--- src/rtl/sid_write_arbiter.sv ---
// Two-requester round-robin write arbiter driving the SID register port
// with a timed setup / strobe / hold sequence and a one-cycle completion ack.
module sid_write_arbiter #(
  parameter int unsigned SETUP_CYC  = 1,
  parameter int unsigned STROBE_CYC = 1,
  parameter int unsigned HOLD_CYC   = 1
) (
  input  logic       clk,
  input  logic       rst,
  input  logic       req0,
  input  logic       req1,
  input  logic [2:0] addr0,
  input  logic [2:0] addr1,
  input  logic [1:0] voice0,
  input  logic [1:0] voice1,
  input  logic [7:0] data0,
  input  logic [7:0] data1,
  output logic       ack0,
  output logic       ack1,
  output logic [2:0] bus_addr,
  output logic [1:0] bus_voice,
  output logic [7:0] bus_data,
  output logic       bus_we,
  output logic       busy,
  output logic       grant_id
);

  localparam int unsigned PHASE_W     = 4;
  localparam logic [PHASE_W-1:0] SETUP_LAST  = PHASE_W'(SETUP_CYC - 1);
  localparam logic [PHASE_W-1:0] STROBE_LAST = PHASE_W'(STROBE_CYC - 1);
  localparam logic [PHASE_W-1:0] HOLD_LAST   = PHASE_W'(HOLD_CYC - 1);

  typedef enum logic [2:0] {
    IDLE   = 3'd0,
    SETUP  = 3'd1,
    STROBE = 3'd2,
    HOLD   = 3'd3,
    DONE   = 3'd4
  } state_t;

  state_t             state;
  logic [PHASE_W-1:0] phase;
  logic               rr_next;   // requester preferred on the next contention
  logic               pick1_c;

  // Requester 1 wins when it asks alone, or when both ask and it is its turn.
  assign pick1_c = req1 & (~req0 | rr_next);

  // Write sequencer; every output is a register so bus_we and the acks are glitch-free.
  always_ff @(posedge clk or posedge rst) begin
    if (rst) begin
      state     <= IDLE;
      phase     <= '0;
      rr_next   <= 1'b0;
      grant_id  <= 1'b0;
      bus_addr  <= '0;
      bus_voice <= '0;
      bus_data  <= '0;
      bus_we    <= 1'b0;
      busy      <= 1'b0;
      ack0      <= 1'b0;
      ack1      <= 1'b0;
    end else begin
      ack0 <= 1'b0;
      ack1 <= 1'b0;
      case (state)
        IDLE: begin
          if (req0 | req1) begin
            grant_id  <= pick1_c;
            rr_next   <= ~pick1_c;
            bus_addr  <= pick1_c ? addr1  : addr0;
            bus_voice <= pick1_c ? voice1 : voice0;
            bus_data  <= pick1_c ? data1  : data0;
            busy      <= 1'b1;
            phase     <= '0;
            state     <= SETUP;
          end
        end
        SETUP: begin
          if (phase == SETUP_LAST) begin
            phase  <= '0;
            bus_we <= 1'b1;
            state  <= STROBE;
          end else begin
            phase <= phase + PHASE_W'(1);
          end
        end
        STROBE: begin
          if (phase == STROBE_LAST) begin
            phase  <= '0;
            bus_we <= 1'b0;
            state  <= HOLD;
          end else begin
            phase <= phase + PHASE_W'(1);
          end
        end
        HOLD: begin
          if (phase == HOLD_LAST) begin
            phase <= '0;
            ack0  <= ~grant_id;
            ack1  <= grant_id;
            state <= DONE;
          end else begin
            phase <= phase + PHASE_W'(1);
          end
        end
        DONE: begin
          // No arbitration here; a held request is picked up in the following IDLE cycle.
          busy  <= 1'b0;
          state <= IDLE;
        end
        default: begin
          phase  <= '0;
          bus_we <= 1'b0;
          busy   <= 1'b0;
          state  <= IDLE;
        end
      endcase
    end
  end

endmodule

--- config.mk ---
export PLATFORM = sky130hd
export DESIGN_NAME = sid_write_arbiter
export DESIGN_NICKNAME = d
export VERILOG_FILES = /design/src/rtl/sid_write_arbiter.sv
export SDC_FILE = /design/constraint.sdc
export NUM_CORES = 1
export LEC_CHECK = 0
export BUFFER_PORTS_ARGS = -buffer_cell sky130_fd_sc_hd__buf_2
export CORE_MARGIN = 5
export CORE_UTILIZATION = 47
export DETAILED_ROUTE_END_ITERATION = 8
export HOLD_SLACK_MARGIN = 0.05
export PLACE_DENSITY = 0.84
export SKIP_CTS_REPAIR_TIMING = 1
export SYNTH_ARGS = -nofsm -noshare
export SYNTH_HDL_FRONTEND = slang
export SYNTH_SLANG_ARGS = --single-unit
--- constraint.sdc ---
create_clock -name clk -period 1.9 [get_ports clk]
set_clock_uncertainty 0.2 [all_clocks]
set_input_delay 0.38 -clock clk [delete_from_list [all_inputs] [get_ports clk]]
set_output_delay 0.38 -clock clk [all_outputs]
set_load 0.02 [all_outputs]
==> run summary <==
status: finished, final reports clean
share of cells above drive strength 1: 39.01%
grt ovf: 0
global-route wire length before repair: 5.699 mm
CP arrival: 1.76 ns
Tot GR Track Use: 17.07%
Diodes inserted: 0
PwrDens: 1505 nW/um2
Gate Count Post-Synth: 138
Leakage Power: 0.7543 nW
Max Slew Vio Count: 0
Hold Path Cell Cnt: 3
Fmax achieved: 0.5791 GHz
CTS tree: done
M1 WL: 1.343 mm
Seq cells post-synth: 26
Reg2Reg Setup Slack: 0.17 ns
post-synth top area share: 46.68%
sequential share of the synthesized area: 46.68%
Synth Area per Inst: 10.10 um2
Rel. slew slack: 66.49%
Final Hold Fails: 0
min-delay worst type: input pin to register
Crit. End Element: register
FILL cells: 248
CTS Root Buffer Type: clkbuf_4
Setup crit end: state[0]
CP startpoint kind: register
Post-Syn Nets: 170
max cap viols: 0
Synth area leader: dfrtp_1
mapped cell area: 1394 um2
die area: 4154 um2
Worst R2R Start: phase[0]
crit path from: phase[0]
gp weighted congestion: 0.8128
CTS max path bufs: 2
fin nets: 215
htree depth: 1
CP bufs+invs: 1
crit-path max FO: 7
Rows: 19
1st-iter DRT viols: 24
Worst VDD drop: 0.7436 mV
largest net degree at the start of global routing: 27
area of the multi-input gates: 661.9 um2
RR Endpoint: state[0]
placed inst area: 1628 um2
RSZ-0062 raised after global routing: no
Detailed Route WL: 3.289 mm
die height: 64.46 um
I/O pin total: 48
Sequential Area: 650.6 um2
Worst EP required: 1.93 ns
Core Area: 2805 um2
clk sinks: 26
slowest stage delay, CP: 0.46 ns
Period minus WS final: 1.727 ns
CTS clk-pin slew, worst paths: 0.14 ns
cell family with most CP delay: flip-flops
CP Class: register to register
drt first pass iters: 4
Synth-to-Final Area Change: 20.92%
total negative slack: 0 ns
slowest CP cell: dfrtp_1
Synth cell types: 37
antenna viol nets, final: 0
routed vias: 1,229
Starting Density: 49.69%
die width: 64.46 um
worst-path cell chain: inv_1, ha_1, nor3b_4, nor3b_1, a2111oi_2
# setup viols final: 0
TritonCTS buffer count: 3
Worst path depth: 5
Ys Warns: 0
met2 routed WL: 1.651 mm
top sig layer: met4
slew of the pin with the lowest slew margin: 0.5027 ns
vias in the first global route: 1,291
WL/cell: 15.44 um
final instance area: 1685 um2
clk_lat worst skew: 0.33 ns
routed wl met3: 218 um
initial antenna violation count: 0
Post-DP HPWL: 2.506 mm
top cells by area, synth: dfrtp_1, a31oi_2, o21ai_0, a21oi_1, nand3_1
final cycle utilization of the critical path: 90.88%
drt via density: 5.770
number of port buffers: 47
DRC viols: 0
Worst R2R Path Depth: 5
[Yosys cell counts]
master / n
a2111oi_0: 1
a2111oi_1: 1
a21o_1: 1
a21oi_1: 14
a2bb2oi_1: 1
a31oi_1: 5
a31oi_2: 10
a32o_1: 1
a41oi_1: 1
and2_1: 1
and2_4: 1
and2b_1: 1
and3_1: 1
and4bb_2: 1
buf_2: 5
buf_4: 1
buf_6: 2
clkbuf_1: 4
dfrtp_1: 26
ha_1: 2
inv_1: 6
nand2_1: 2
nand2b_1: 3
nand3_1: 14
nand3b_1: 1
nor2_1: 3
nor2b_1: 3
nor3_4: 1
nor3b_1: 1
nor3b_2: 1
o21a_1: 1
o21ai_0: 17
o21ba_2: 1
o32ai_1: 1
or2_0: 1
or4_1: 1
xnor2_1: 1
[logic make-up (layout without fill, tap and decap cells)]
logic type | after synthesis | count (layout) | synth area share, %
buf+inv | 18 | 62 | 6.642
fa+ha+maj | 2 | 2 | 1.795
xor+xnor | 1 | 1 | 0.6285
compound gates | 55 | 55 | 28.10
simple gates | 36 | 36 | 16.16
flops | 26 | 26 | 46.68
[power by group]
part | internal (mW) | total, mW | switching [mW]
Sequential | 0.782 | 0.981 | 0.199
Clock | 0.117 | 0.287 | 0.169
Combinational | 0.514 | 1.27 | 0.755
Total | 1.41 | 2.54 | 1.12
[layout by cell type, fill, tap and decap left out, types with 2 or more instances in the layout]
cell type  synthesis  routed
ha_1               2       2
buf_2              5      47
dfrtp_1           26      26
inv_1              6       6
a31oi_1            5       5
clkbuf_4           0       3
nor2b_1            3       3
buf_4              1       4
a31oi_2           10      10
o21ai_0           17      17
nand2b_1           3       3
nor2_1             3       3
nand3_1           14      14
a21oi_1           14      14
nand2_1            2       2
[tightest hold or removal path: cells and delay by family]
kind / cells / cell delay [ns]
buffers and inverters: 1 / 0.10
AO/OA/AOI/OAI: 2 / 0.14
[final cells by class]
class                   instances  share of cell area, %
multi-input cells              94                  39.27
flip-flops and latches         26                  38.60
repair buffers                 52                  16.33
well taps                      31                  2.301
clock buffers                   4                  2.153
inverters                       6                  1.336
[metal layers]
metal,global-route usage [%],vias to the layer above
met4,7.652,0
met3,3.454,8
met1,20.33,579
li1,-,597
met2,29.77,45
met5,0,-
[flip-flops by register name, indices dropped and copies added, names as in the netlist]
register / flops
ack0: 1
ack1: 1
bus_addr: 3
bus_data: 8
bus_voice: 2
bus_we: 1
busy: 1
grant_id: 1
phase: 4
rr_next: 1
state: 3
[metrics by stage]
step	hold slack, ns	std cells	util, %	power (mW)	setup slack [ns]
4_1_cts	-0.1205	212	59.32	2.533	0.03312
3_3_place_gp	0.2450	208	58.03	2.207	0.2104
6_report	0.1170	213	60.08	2.537	0.1732
5_1_grt	0.1081	213	60.08	2.720	0.04523
3_5_place_dp	0.2551	208	58.03	2.252	0.09707
2_1_floorplan	0.2200	138	-	1.916	0.3579
[worst min-delay path by stage]
stage               slack, ns          end  startpoint
CTS                     -0.12       bus_we         rst
finish                   0.12  bus_data[2]    data0[2]
detailed placement       0.26       bus_we         rst
floorplan                0.22         ack0         rst
global route             0.11  bus_data[2]    data0[2]
global placement         0.25         ack1         rst
Note: power is estimated with default switching activity, not from simulation.
